--- src/rtl/tmr_pkg.sv ---
// Shared types and helpers for the TMR vote monitor and its per-replica trackers.
package tmr_pkg;

    typedef enum logic [1:0] {
        RS_OK      = 2'd0,
        RS_SUSPECT = 2'd1,
        RS_FAILED  = 2'd2
    } replica_state_t;

    localparam int unsigned REPLICAS = 3;

    // Run counter must be able to hold the value THRESH itself
    function automatic int unsigned run_width(input int unsigned thresh);
        return $clog2(thresh + 1);
    endfunction

endpackage

--- src/rtl/tmr_replica_tracker.sv ---
// Health tracker for one replica: OK/SUSPECT/FAILED state, consecutive-fault run
// counter and a saturating lifetime error counter.
module tmr_replica_tracker
    import tmr_pkg::*;
#(
    parameter int unsigned THRESH = 4,
    parameter int unsigned CNT_W  = 16
) (
    input  logic             clk,
    input  logic             resetn,
    input  logic             vote_en,
    input  logic             err,
    input  logic             ack,
    input  logic             cnt_clr,
    output logic             failed,
    output logic [CNT_W-1:0] err_cnt
);

    localparam int unsigned RUN_W = run_width(THRESH);
    localparam logic [CNT_W-1:0] CNT_MAX = '1;

    replica_state_t   state_q, state_d;
    logic [RUN_W-1:0] run_q, run_d, run_inc;
    logic [CNT_W-1:0] cnt_q, cnt_d;
    logic             failed_q;

    // State, run and lifetime counter registers
    always_ff @(posedge clk or negedge resetn) begin
        if (!resetn) begin
            state_q  <= RS_OK;
            run_q    <= '0;
            cnt_q    <= '0;
            failed_q <= 1'b0;
        end else begin
            state_q  <= state_d;
            run_q    <= run_d;
            cnt_q    <= cnt_d;
            failed_q <= (state_d == RS_FAILED);
        end
    end

    // Next-state: FAILED is sticky until an accepted acknowledge
    always_comb begin
        state_d = state_q;
        run_d   = run_q;
        cnt_d   = cnt_q;
        run_inc = run_q + RUN_W'(1);

        case (state_q)
            RS_OK: begin
                if (vote_en && err) begin
                    run_d   = RUN_W'(1);
                    state_d = (THRESH == 1) ? RS_FAILED : RS_SUSPECT;
                end
            end
            RS_SUSPECT: begin
                if (vote_en) begin
                    if (err) begin
                        run_d = run_inc;
                        if (run_inc == RUN_W'(THRESH)) begin
                            state_d = RS_FAILED;
                        end
                    end else begin
                        run_d   = '0;
                        state_d = RS_OK;
                    end
                end
            end
            RS_FAILED: begin
                if (ack) begin
                    run_d   = '0;
                    state_d = RS_OK;
                end
            end
            default: begin
                run_d   = '0;
                state_d = RS_OK;
            end
        endcase

        // Clear takes priority over a same-cycle increment
        if (cnt_clr) begin
            cnt_d = '0;
        end else if (vote_en && err && (cnt_q != CNT_MAX)) begin
            cnt_d = cnt_q + CNT_W'(1);
        end
    end

    assign failed  = failed_q;
    assign err_cnt = cnt_q;

endmodule

--- src/rtl/tmr_vote_monitor.sv ---
// Registered TMR word voter with per-replica fault tracking and a resync
// request/acknowledge handshake towards the core recovery logic.
module tmr_vote_monitor
    import tmr_pkg::*;
#(
    parameter int unsigned WIDTH  = 32,
    parameter int unsigned THRESH = 4,
    parameter int unsigned CNT_W  = 16
) (
    input  logic                      clk,
    input  logic                      resetn,
    input  logic                      in_valid,
    input  logic [WIDTH-1:0]          in_a,
    input  logic [WIDTH-1:0]          in_b,
    input  logic [WIDTH-1:0]          in_c,
    input  logic [REPLICAS-1:0]       err_inject,
    output logic                      out_valid,
    output logic [WIDTH-1:0]          out_word,
    output logic [REPLICAS-1:0]       out_err,
    output logic                      out_uncorr,
    output logic [REPLICAS-1:0]       failed,
    output logic                      resync_req,
    input  logic                      resync_ack,
    input  logic                      cnt_clr,
    output logic [REPLICAS*CNT_W-1:0] err_cnt,
    output logic                      sticky_uncorr
);

    logic [WIDTH-1:0]    rep_a, rep_b, rep_c;
    logic                m_ab, m_ac, m_bc;
    logic [WIDTH-1:0]    vote_word;
    logic [REPLICAS-1:0] vote_err;
    logic                vote_uncorr;
    logic                ack_eff;

    // Fault injection then pairwise compare and majority select
    always_comb begin
        rep_a       = in_a ^ {WIDTH{err_inject[0]}};
        rep_b       = in_b ^ {WIDTH{err_inject[1]}};
        rep_c       = in_c ^ {WIDTH{err_inject[2]}};
        m_ab        = (rep_a == rep_b);
        m_ac        = (rep_a == rep_c);
        m_bc        = (rep_b == rep_c);
        vote_word   = m_ac ? rep_a : rep_b;
        vote_err    = {~(m_ac | m_bc), ~(m_ab | m_bc), ~(m_ab | m_ac)};
        vote_uncorr = ~(m_ab | m_ac | m_bc);
    end

    // Acknowledge is only honoured while a request is outstanding
    assign ack_eff = resync_ack & resync_req;

    always_ff @(posedge clk or negedge resetn) begin
        if (!resetn) begin
            out_valid     <= 1'b0;
            out_word      <= '0;
            out_err       <= '0;
            out_uncorr    <= 1'b0;
            resync_req    <= 1'b0;
            sticky_uncorr <= 1'b0;
        end else begin
            out_valid <= in_valid;
            if (in_valid) begin
                out_word   <= vote_word;
                out_err    <= vote_err;
                out_uncorr <= vote_uncorr;
            end
            resync_req <= ack_eff ? 1'b0 : (|failed);
            if (cnt_clr) begin
                sticky_uncorr <= 1'b0;
            end else if (in_valid && vote_uncorr) begin
                sticky_uncorr <= 1'b1;
            end
        end
    end

    for (genvar i = 0; i < REPLICAS; i++) begin : g_trk
        tmr_replica_tracker #(
            .THRESH (THRESH),
            .CNT_W  (CNT_W)
        ) u_trk (
            .clk     (clk),
            .resetn  (resetn),
            .vote_en (in_valid),
            .err     (vote_err[i]),
            .ack     (ack_eff),
            .cnt_clr (cnt_clr),
            .failed  (failed[i]),
            .err_cnt (err_cnt[i*CNT_W +: CNT_W])
        );
    end

endmodule

--- config.mk ---
export PLATFORM = sky130hd
export DESIGN_NAME = tmr_vote_monitor
export DESIGN_NICKNAME = d
export VERILOG_FILES = /design/src/rtl/tmr_pkg.sv /design/src/rtl/tmr_replica_tracker.sv /design/src/rtl/tmr_vote_monitor.sv
export SDC_FILE = /design/constraint.sdc
export NUM_CORES = 1
export LEC_CHECK = 0
export BUFFER_PORTS_ARGS = -buffer_cell sky130_fd_sc_hd__buf_2
export CAP_MARGIN = 20
export CORE_UTILIZATION = 35
export CTS_CLUSTER_DIAMETER = 80
export DETAILED_ROUTE_END_ITERATION = 12
export SYNTH_ARGS = -nofsm -noshare
export SYNTH_HDL_FRONTEND = slang
export SYNTH_SLANG_ARGS = --single-unit
--- constraint.sdc ---
create_clock -name clk -period 4.97 [get_ports clk]
set_input_delay 0.2485 -clock clk [delete_from_list [all_inputs] [get_ports clk]]
set_output_delay 0.2485 -clock clk [all_outputs]
set_load 0.005 [all_outputs]
======== After elaboration in Yosys (flattened, before gate mapping) ========
Cells that the tools add are included.
storage, ports and cells
  logic and storage cells ................. 122
  register bits ........................... 105
  bits of input ports ..................... 104
operators by class
  add/subtract/negate cells ............... 6
  eq/ne operators ......................... 27
  bitwise gates (word level) .............. 12
  reduce and logical (&&, ||, !) cells .... 18
  mux-type cells .......................... 41
operators with widths
  kind                     count
  $eq A32 B32 Y1           3
  $mux W16                 6
  $xor A32 B32 Y32         3
  $add A16 B1 Y16 const B  3
  $ne A16 B16 Y1 const B   3
  $mux W32                 1
  $mux W2                  15
  $mux W3                  10
  $pmux W3 S3              3
  $pmux W2 S3              3
  $eq A2 B2 Y1 const B     6
  $ne A2 B2 Y1 const B     6
  $add A3 B1 Y3 const B    3
  $eq A3 B3 Y1 const B     3
  $reduce_and A3 Y1        3
  $reduce_bool A2 Y1       4
  $logic_and A1 B1 Y1      7
  $eq A2 B1 Y1 const B     3
  $logic_not A2 Y1         3
  $ne A2 B1 Y1 const B     3
  $not A1 Y1               4
  $or A1 B1 Y1             4
  $mux W1                  3
  $reduce_or A3 Y1         1
  $and A1 B1 Y1            1

======== Depth between registers and ports, before layout ========
Gate-level depths: netlist (run 1).
  depth in word-level cells ............... 8
  depth in mapped cells ................... 13

======== Modules after synthesis ========
A second synthesis (run 1) with hierarchy kept.
unflattened totals
  cell total of the unflattened synthesis .. 892
  area total of the unflattened synthesis .. 8,111.5 um^2
modules (own cells, without submodules)
  module               instances  area an instance (um^2)  seq. area each (um^2)  cells an instance
  tmr_vote_monitor     1          4,406.7                  975.9                  499
  tmr_replica_tracker  3          1,234.9                  550.5                  131

======== Worst setup path after synthesis (run 1) ========
Ideal clock, no wire load.
  kind .................................... input-to-reg
  from .................................... input err_inject[1]
  to ...................................... register g_trk[0].u_trk.cnt_q[10]
  required time ........................... 4,845 ps
  library setup time ...................... 125 ps
  data arrival time ....................... 2,473 ps
  setup slack ............................. 2,372 ps
  stages on the path ...................... 12
  path buffers ............................ 4
  path through ............................ buf_4 > xor2_4 > buf_6 > nand4_1 > o2bb2ai_1 > nand2_1 > or4_1 > buf_2 > and3_1 > buf_2 > and4_1 > mux2_4
between the ends
  longest elaborated chain between the ends .. 7
ends and longest elaborated chain
  element                              RTL line                   text
  start: declaration                   tmr_vote_monitor.sv:16     input logic [REPLICAS-1:0] err_inject,
  $xor A32 B32 Y32                     tmr_vote_monitor.sv:39     rep_b = in_b ^ {WIDTH{err_inject[1]}};
  $eq A32 B32 Y1                       tmr_vote_monitor.sv:41     m_ab = (rep_a == rep_b);
  $or A1 B1 Y1                         tmr_vote_monitor.sv:45     vote_err = {~(m_ac | m_bc), ~(m_ab | m_bc), ~(m_ab | m_ac)};
  $not A1 Y1                           tmr_vote_monitor.sv:45
  $logic_and A1 B1 Y1 (2 in a row)     tmr_replica_tracker.sv:84  end else if (vote_en && err && (cnt_q != CNT_MAX)) begin
  $reduce_bool A2 Y1 (no source line)  --
  end signal: assignment               tmr_replica_tracker.sv:37  cnt_q <= cnt_d;
  end: declaration                     tmr_replica_tracker.sv:24  logic [CNT_W-1:0] cnt_q, cnt_d;
No other way between the ends.
A chain may end at the register's enable or synchronous reset.

======== Worst setup path after layout (run 1) ========
  from .................................... input err_inject[0]
  to ...................................... register g_trk[2].u_trk.cnt_q[4]
between the ends
  longest elaborated chain between the ends .. 7
ends and longest elaborated chain
  element                              RTL line                   text
  $xor A32 B32 Y32                     tmr_vote_monitor.sv:38     rep_a = in_a ^ {WIDTH{err_inject[0]}};
  $eq A32 B32 Y1                       tmr_vote_monitor.sv:42     m_ac = (rep_a == rep_c);
  $or A1 B1 Y1                         tmr_vote_monitor.sv:45
  $not A1 Y1                           tmr_vote_monitor.sv:45
  $logic_and A1 B1 Y1 (2 in a row)     tmr_replica_tracker.sv:84
  $reduce_bool A2 Y1 (no source line)  --
  end signal: assignment               tmr_replica_tracker.sv:37
  end: declaration                     tmr_replica_tracker.sv:24
No other way between the ends.

==> results.txt, run 1 <==
post-CTS setup buffer count -> 0
Worst-Margin Slew -> 0.9174 ns
Via-to-Cell Ratio -> 5.235
# rows -> 54
# port buffers -> 193
Relative slew margins -> 0.3867
pin count of the biggest net entering global routing -> 71
RSZ-0062 raised after global routing -> no
Crit Reg-Reg Startpoint -> g_trk[2].u_trk.err_cnt[3]
Mapped Area -> 7829 um^2
CTS Root Cell -> clkbuf_16
TNS Setup -> 0 ns
Worst-path clk slew -> 0.08 ns
Final setup viols -> 0
PwrDens -> 259.4 nW/um^2
Seq/Total Area, Yosys -> 0.3356
vias in the first global route -> 6567
Min-Delay Endpoint -> out_err[2]
Synth top cells by count -> dfrtp_1, xor2_1, xnor2_1
Final Skew -> 0.01365 ns
synth warn -> 0
drt pass-1 iters -> 6
status -> completed
Setup Crit Path Kind -> input pin to flop
CP endpoint kind -> flop
post-synth top area share -> 0.3356
post-synthesis async set-or-reset flop share -> 1.000
Final Slew Violations -> 0
total power draw -> 0.002401 W
fillers -> 2205
Worst Hold Depth -> 2
GRT overflow -> 0
most frequent cell after synthesis -> dfrtp_1
Post-synth EDFFs -> 0
antenna violations before repair -> 6
gpl congestion -> 0.8301
Mapped Nets -> 979
die area -> 22970 um^2
crit path DAT -> 3.62 ns
Hold Path Origin -> in_valid
Post-Syn Area per Cell -> 9.040 um^2
share of layout cells above drive strength 1 -> 0.2672
# clock sinks -> 105
crit-path max FO -> 25
Num CTS Buffers -> 9
Max Fclk -> 296.6 MHz
Iteration-0 DRC Markers -> 274
CP Data Required Time -> 5.22 ns
R2R Path End -> g_trk[2].u_trk.err_cnt[7]
Placeable Area -> 21890 um^2
maximum clock insertion buffer count -> 2
Final Hold Vio Count -> 0
number of nets in the layout -> 1137
Synth area leader -> dfrtp_1
routed wire length -> 22200 um
Layout area overhead -> 18.22%
post_cts resized -> 0
CTS tree -> done
Post-DP HPWL -> 16510 um
wire length per cell -> 16.91 um
CP startpoint kind -> input pin
IO Count -> 194
Yosys reg bits -> 105
clk_lat worst skew -> 0.36 ns
Vias -> 6874
VDD IR max -> 160.8 uV
max cap viols -> 0
r2r worst-path depth -> 8
drt drc -> 0
first-pass GRT wire length -> 34960 um
CTS H-Tree Depth -> 3
Initial Util -> 0.3576
Mapped Cells -> 866
GRT Util Overall -> 0.1975
Die Y -> 151.6 um
Leakage -> 4.100 nW
Area contributors post-synth -> dfrtp_1, xor2_1, xnor2_1
period utilisation layout -> 0.6785
Min-Delay Path Class -> input pin to flop
crit path time final -> 3.372 ns
Reg2Reg Setup Slack -> 2.08 ns
ys flop type -> dfrtp_1
Unique masters post-synth -> 55
post-route ant nets -> 0
DIE WIDTH -> 151.6 um
per-layer routing:
metal,part of all wire,up-vias,wire length [um],global-route usage
li1,-,3387,-,-
met1,0.44,3257,9806,0.2503
met2,0.48,198,10590,0.3267
met3,0.065,26,1434,0.05329
met4,0.015,6,335,0.05842
met5,0.0015,-,34,0
critical path: stages:
cell and delay (ns):
buf_2 0.42, xnor2_4 0.27, nor4_1 0.34, a2bb2oi_1 0.11, nor4_1 0.77, nand2_2 0.19, nand3_1 0.68, nand4b_1 0.21
mux2_2 0.34
area by class of cell:
| class | count | area (um^2) | area share |
|---|---|---|---|
| sequential | 105 | 2628 | 0.2839 |
| timing repair buffer | 200 | 1023 | 0.1106 |
| inverter | 11 | 41.29 | 0.004461 |
| tap | 280 | 350.3 | 0.03785 |
| antenna | 4 | 10.01 | 0.001082 |
| clock buffer | 9 | 225.2 | 0.02433 |
| multi-input combinational | 697 | 4912 | 0.5308 |
| clock inverter | 7 | 65.06 | 0.007030 |
worst max-delay path by stage:
stage | start | end | slack [ns] | cells after the start
2_1_floorplan | err_inject[1] | g_trk[0].u_trk.err_cnt[10] | 2.37 | 12
3_3_place_gp | err_inject[1] | g_trk[0].u_trk.err_cnt[6] | 1.30 | 10
3_5_place_dp | err_inject[1] | g_trk[0].u_trk.err_cnt[6] | 1.22 | 10
4_1_cts | err_inject[1] | g_trk[0].u_trk.err_cnt[6] | 1.61 | 10
5_1_grt | err_inject[0] | g_trk[2].u_trk.err_cnt[4] | 1.32 | 9
6_report | err_inject[0] | g_trk[2].u_trk.err_cnt[4] | 1.60 | 9
layout by cell type (no fill, tap or decap), types with 4 or more instances in the layout:
cell / netlist / routed
buf_2: 10 / 192
dfrtp_1: 105 / 105
xor2_1: 103 / 103
xnor2_1: 76 / 76
nand2_1: 62 / 61
o21ai_0: 57 / 57
nor2_1: 49 / 49
mux2_2: 48 / 48
nand3_1: 35 / 35
a21oi_1: 34 / 34
nand4_1: 24 / 24
nor2b_1: 22 / 22
nor4_1: 21 / 21
nor3_1: 17 / 17
o2bb2ai_1: 15 / 15
o31ai_1: 14 / 14
or4_1: 14 / 14
nand2b_1: 13 / 13
and3_1: 13 / 13
inv_1: 11 / 11
and4_1: 10 / 10
ha_1: 9 / 9
clkbuf_16: 0 / 9
a2bb2oi_1: 8 / 8
or3_1: 7 / 7
buf_4: 6 / 7
nand4b_1: 6 / 6
and2_1: 5 / 5
diode_2: 0 / 4
o21bai_1: 4 / 4
kinds of logic (layout without fill, tap and decap cells):
family	count (synthesis)	in the layout	share of synthesized area
other cells	0	4	0
fa+ha+maj	9	9	0.01438
compound gates	148	148	0.1183
mux	52	52	0.07560
flops	105	105	0.3356
buf+inv	64	227	0.03724
simple gates	306	306	0.2095
xor+xnor	182	182	0.2094
power breakdown:
group | leakage, nW | switching [W] | internal, W
clock network | 0.137 | 0.000380 | 0.000351
logic | 2.61 | 0.000340 | 0.000297
registers | 1.35 | 0.0000832 | 0.000949
flip-flops by register name (all words and copies together) (netlist names):
name                 cells
g_trk.u_trk.err_cnt     48
out_word                32
g_trk.u_trk.run_q        9
g_trk.u_trk.state_q      6
g_trk.u_trk.failed       3
out_err                  3
out_uncorr               1
out_valid                1
resync_req               1
sticky_uncorr            1
timing repair:
action,CTS,global route
hold endpoints to repair,41,0
endpoints found under the setup margin,0,0
hold buffers,1,0
through the flow:
stage	worst slack (ns)	instances	hold slack [ns]	utilization	cell area (um^2)
global placement	1.304	1292	0.2988	0.4086	8945
global route	1.322	1311	0.2532	0.4226	9250
floorplan	2.372	866	-0.04709	-	7829
detailed placement	1.224	1292	0.2984	0.4086	8945
CTS	1.608	1309	0.2322	0.4223	9245
finish	1.598	1313	0.2492	0.4228	9255
Power figures use the tool's default switching activity.
==> run 2, diff against run 1 <==
clock period = 3.3 ns   (was 4.97 ns; I/O delays follow)
==> results.txt, run 2 (synthesis results as in run 1) <==
Reg area -> 2628 um^2 (unchanged)
Hold Path Origin -> in_valid (unchanged)
crit path DAT -> 3.06 ns (was 3.62 ns)
CP Capture Point -> g_trk[0].u_trk.err_cnt[13] (was g_trk[2].u_trk.err_cnt[4])
Global Route met1 Usage -> 0.2489 (was 0.2503)
Flop pwr share -> 0.433 (was 0.430)
clock share of power -> 0.298 (was 0.305)
Reg2Reg Setup Slack -> 0.52 ns (was 2.08 ns)
Placeable Area -> 21890 um^2 (unchanged)
Via-to-Cell Ratio -> 5.273 (was 5.235)
# clock sinks -> 105 (unchanged)
switching power -> 0.001188 W (was 0.0008030 W)
CTS Root Cell -> clkbuf_16 (unchanged)
CTS H-Tree Depth -> 3 (unchanged)
Final setup viols -> 0 (unchanged)
status -> completed (unchanged)
share of layout cells above drive strength 1 -> 0.2712 (was 0.2672)
die area -> 22970 um^2 (unchanged)
GRT Util Overall -> 0.1934 (was 0.1975)
r2r worst-path depth -> 8 (unchanged)
Initial Util -> 0.3576 (unchanged)
Layout area overhead -> 18.95% (was 18.22%)
Die Y -> 151.6 um (unchanged)
pin count of the biggest net entering global routing -> 88 (was 71)
Final Hold Vio Count -> 0 (unchanged)
Leakage -> 4.141 nW (was 4.100 nW)
met3 Use GR -> 0.04431 (was 0.05329)
Iteration-0 DRC Markers -> 275 (was 274)
most crowded layer after global routing -> met2 (unchanged)
M2 GR Usage -> 0.3281 (was 0.3267)
post-route ant nets -> 0 (unchanged)
Setup crit start -> g_trk[0].u_trk.err_cnt[3] (was err_inject[0])
hold bufs inserted after CTS -> 1 (unchanged)
Max Fclk -> 359.1 MHz
max cap viols -> 0 (unchanged)
CP endpoint kind -> flop (unchanged)
R2R Path End -> g_trk[0].u_trk.err_cnt[13] (was g_trk[2].u_trk.err_cnt[7])
Final Skew -> 0.009427 ns (was 0.01365 ns)
post_cts resized -> 0 (unchanged)
CP Data Required Time -> 3.57 ns (was 5.22 ns)
number of nets in the layout -> 1144 (was 1137)
# rows -> 54 (unchanged)
max reg flops -> 48 (unchanged)
Setup Crit Path Kind -> flop to flop (was input pin to flop)
Final Slew Violations -> 0 (unchanged)
final cell count without fillers -> 1317 (was 1313)
drt pass-1 iters -> 4 (was 6)
RSZ-0062 raised after global routing -> no (unchanged)
commonest non-fill, non-tap cell in the layout -> buf_2 (unchanged)
VDD IR max -> 251.0 uV (was 160.8 uV)
CTS tree -> done (unchanged)
gpl congestion -> 0.8517 (was 0.8301)
dpl cells -> 1299 (was 1292)
fillers -> 2251 (was 2205)
post-CTS setup buffer count -> 0 (unchanged)
TNS Setup -> 0 ns (unchanged)
P_int -> 0.002418 W (was 0.001598 W)
Relative slew margins -> 0.6000 (was 0.3867)
footprint of the multi-input gates -> 4912 um^2 (unchanged)
# port buffers -> 193 (unchanged)
crit path time final -> 2.785 ns
wire length per cell -> 16.65 um (was 16.91 um)
part of the power in combinational logic -> 0.269 (was 0.265)
CP startpoint kind -> flop (was input pin)
Crit Reg-Reg Startpoint -> g_trk[0].u_trk.err_cnt[3] (was g_trk[2].u_trk.err_cnt[3])
switching share of power -> 0.3294 (was 0.3345)
commonest non-fill, non-tap cells in the layout -> buf_2, dfrtp_1, xor2_1 (unchanged)
first-pass GRT wire length -> 34470 um (was 34960 um)
Final Util -> 0.4254 (was 0.4228)
period utilisation layout -> 0.8438
maximum clock insertion buffer count -> 2 (unchanged)
antenna violations before repair -> 1 (was 6)
clk_lat worst skew -> 0.35 ns (was 0.36 ns)
Worst-path clk slew -> 0.08 ns (about the same)
Worst-Margin Slew -> 0.6001 ns (was 0.9174 ns)
Min-Delay Path Class -> input pin to flop (unchanged)
Num CTS Buffers -> 9 (unchanged)
Vias -> 6945 (was 6874)
IO Count -> 194 (unchanged)
Post-DP HPWL -> 16900 um (was 16510 um)
PwrDens -> 387.2 nW/um^2 (was 259.4 nW/um^2)
crit-path max FO -> 13 (was 25)
drt drc -> 0 (unchanged)
routed wire length -> 21930 um (was 22200 um)
DIE WIDTH -> 151.6 um (unchanged)
vias in the first global route -> 6599 (was 6567)
GRT overflow -> 0 (unchanged)
-- run 2: worst min path at each step --
stage / end / slack (ns) / cells past startpoint
global placement: resync_req / 0.07 / 1
CTS: out_valid / 0.17 / 1
finish: out_valid / 0.16 / 1
floorplan: g_trk[0].u_trk.err_cnt[0] / -0.13 / 0
global route: out_valid / 0.18 / 1
detailed placement: resync_req / 0.07 / 1
-- run 2: metrics by stage --
| step | setup slack (ns) | hold slack, ns | power [W] | cell area, um^2 |
|---|---|---|---|---|
| floorplan | 0.7855 | -0.1306 | 0.002176 | 7829 |
| global placement | 0.3638 | 0.07083 | 0.002541 | 9010 |
| detailed placement | 0.2592 | 0.06864 | 0.002555 | 9010 |
| CTS | 0.5284 | 0.1692 | 0.003653 | 9310 |
| global route | 0.2938 | 0.1770 | 0.003839 | 9310 |
| finish | 0.5153 | 0.1613 | 0.003605 | 9313 |
-- run 2: layout make-up --
type | instances | share of cell area
Clock inverter | 6 | 0.006583
Tap cell | 280 | 0.03762
Timing Repair Buffer | 207 | 0.1169
Inverter | 11 | 0.004434
Antenna cell | 1 | 0.0002687
Multi-Input combinational cell | 697 | 0.5275
Sequential cell | 105 | 0.2821
Clock buffer | 10 | 0.02459
-- run 2: critical path: stages (launching register included) --
cell     delay [ns]
dfrtp_1        0.45
and4_1         0.25
and3_1         0.21
and4_1         0.28
and3_1         0.26
nand3_1        0.12
nand4_1        0.41
or4_1          0.56
a21oi_1        0.15
-- run 2: power by group through the flow --
stage / Combinational [W] / Sequential, W / Clock, W
6_report: 0.000969 / 0.00156 / 0.00107
5_1_grt: 0.00108 / 0.00158 / 0.00117
4_1_cts: 0.000978 / 0.00156 / 0.00112
3_5_place_dp: 0.000973 / 0.00158 / 0
3_3_place_gp: 0.000959 / 0.00158 / 0
2_1_floorplan: 0.000627 / 0.00155 / 0
-- run 2: routing by layer --
metal  wire, um  vias up
met5         17        -
met4        302        2
met3       1332       21
met2      10520      182
met1       9758     3337
li1           -     3403
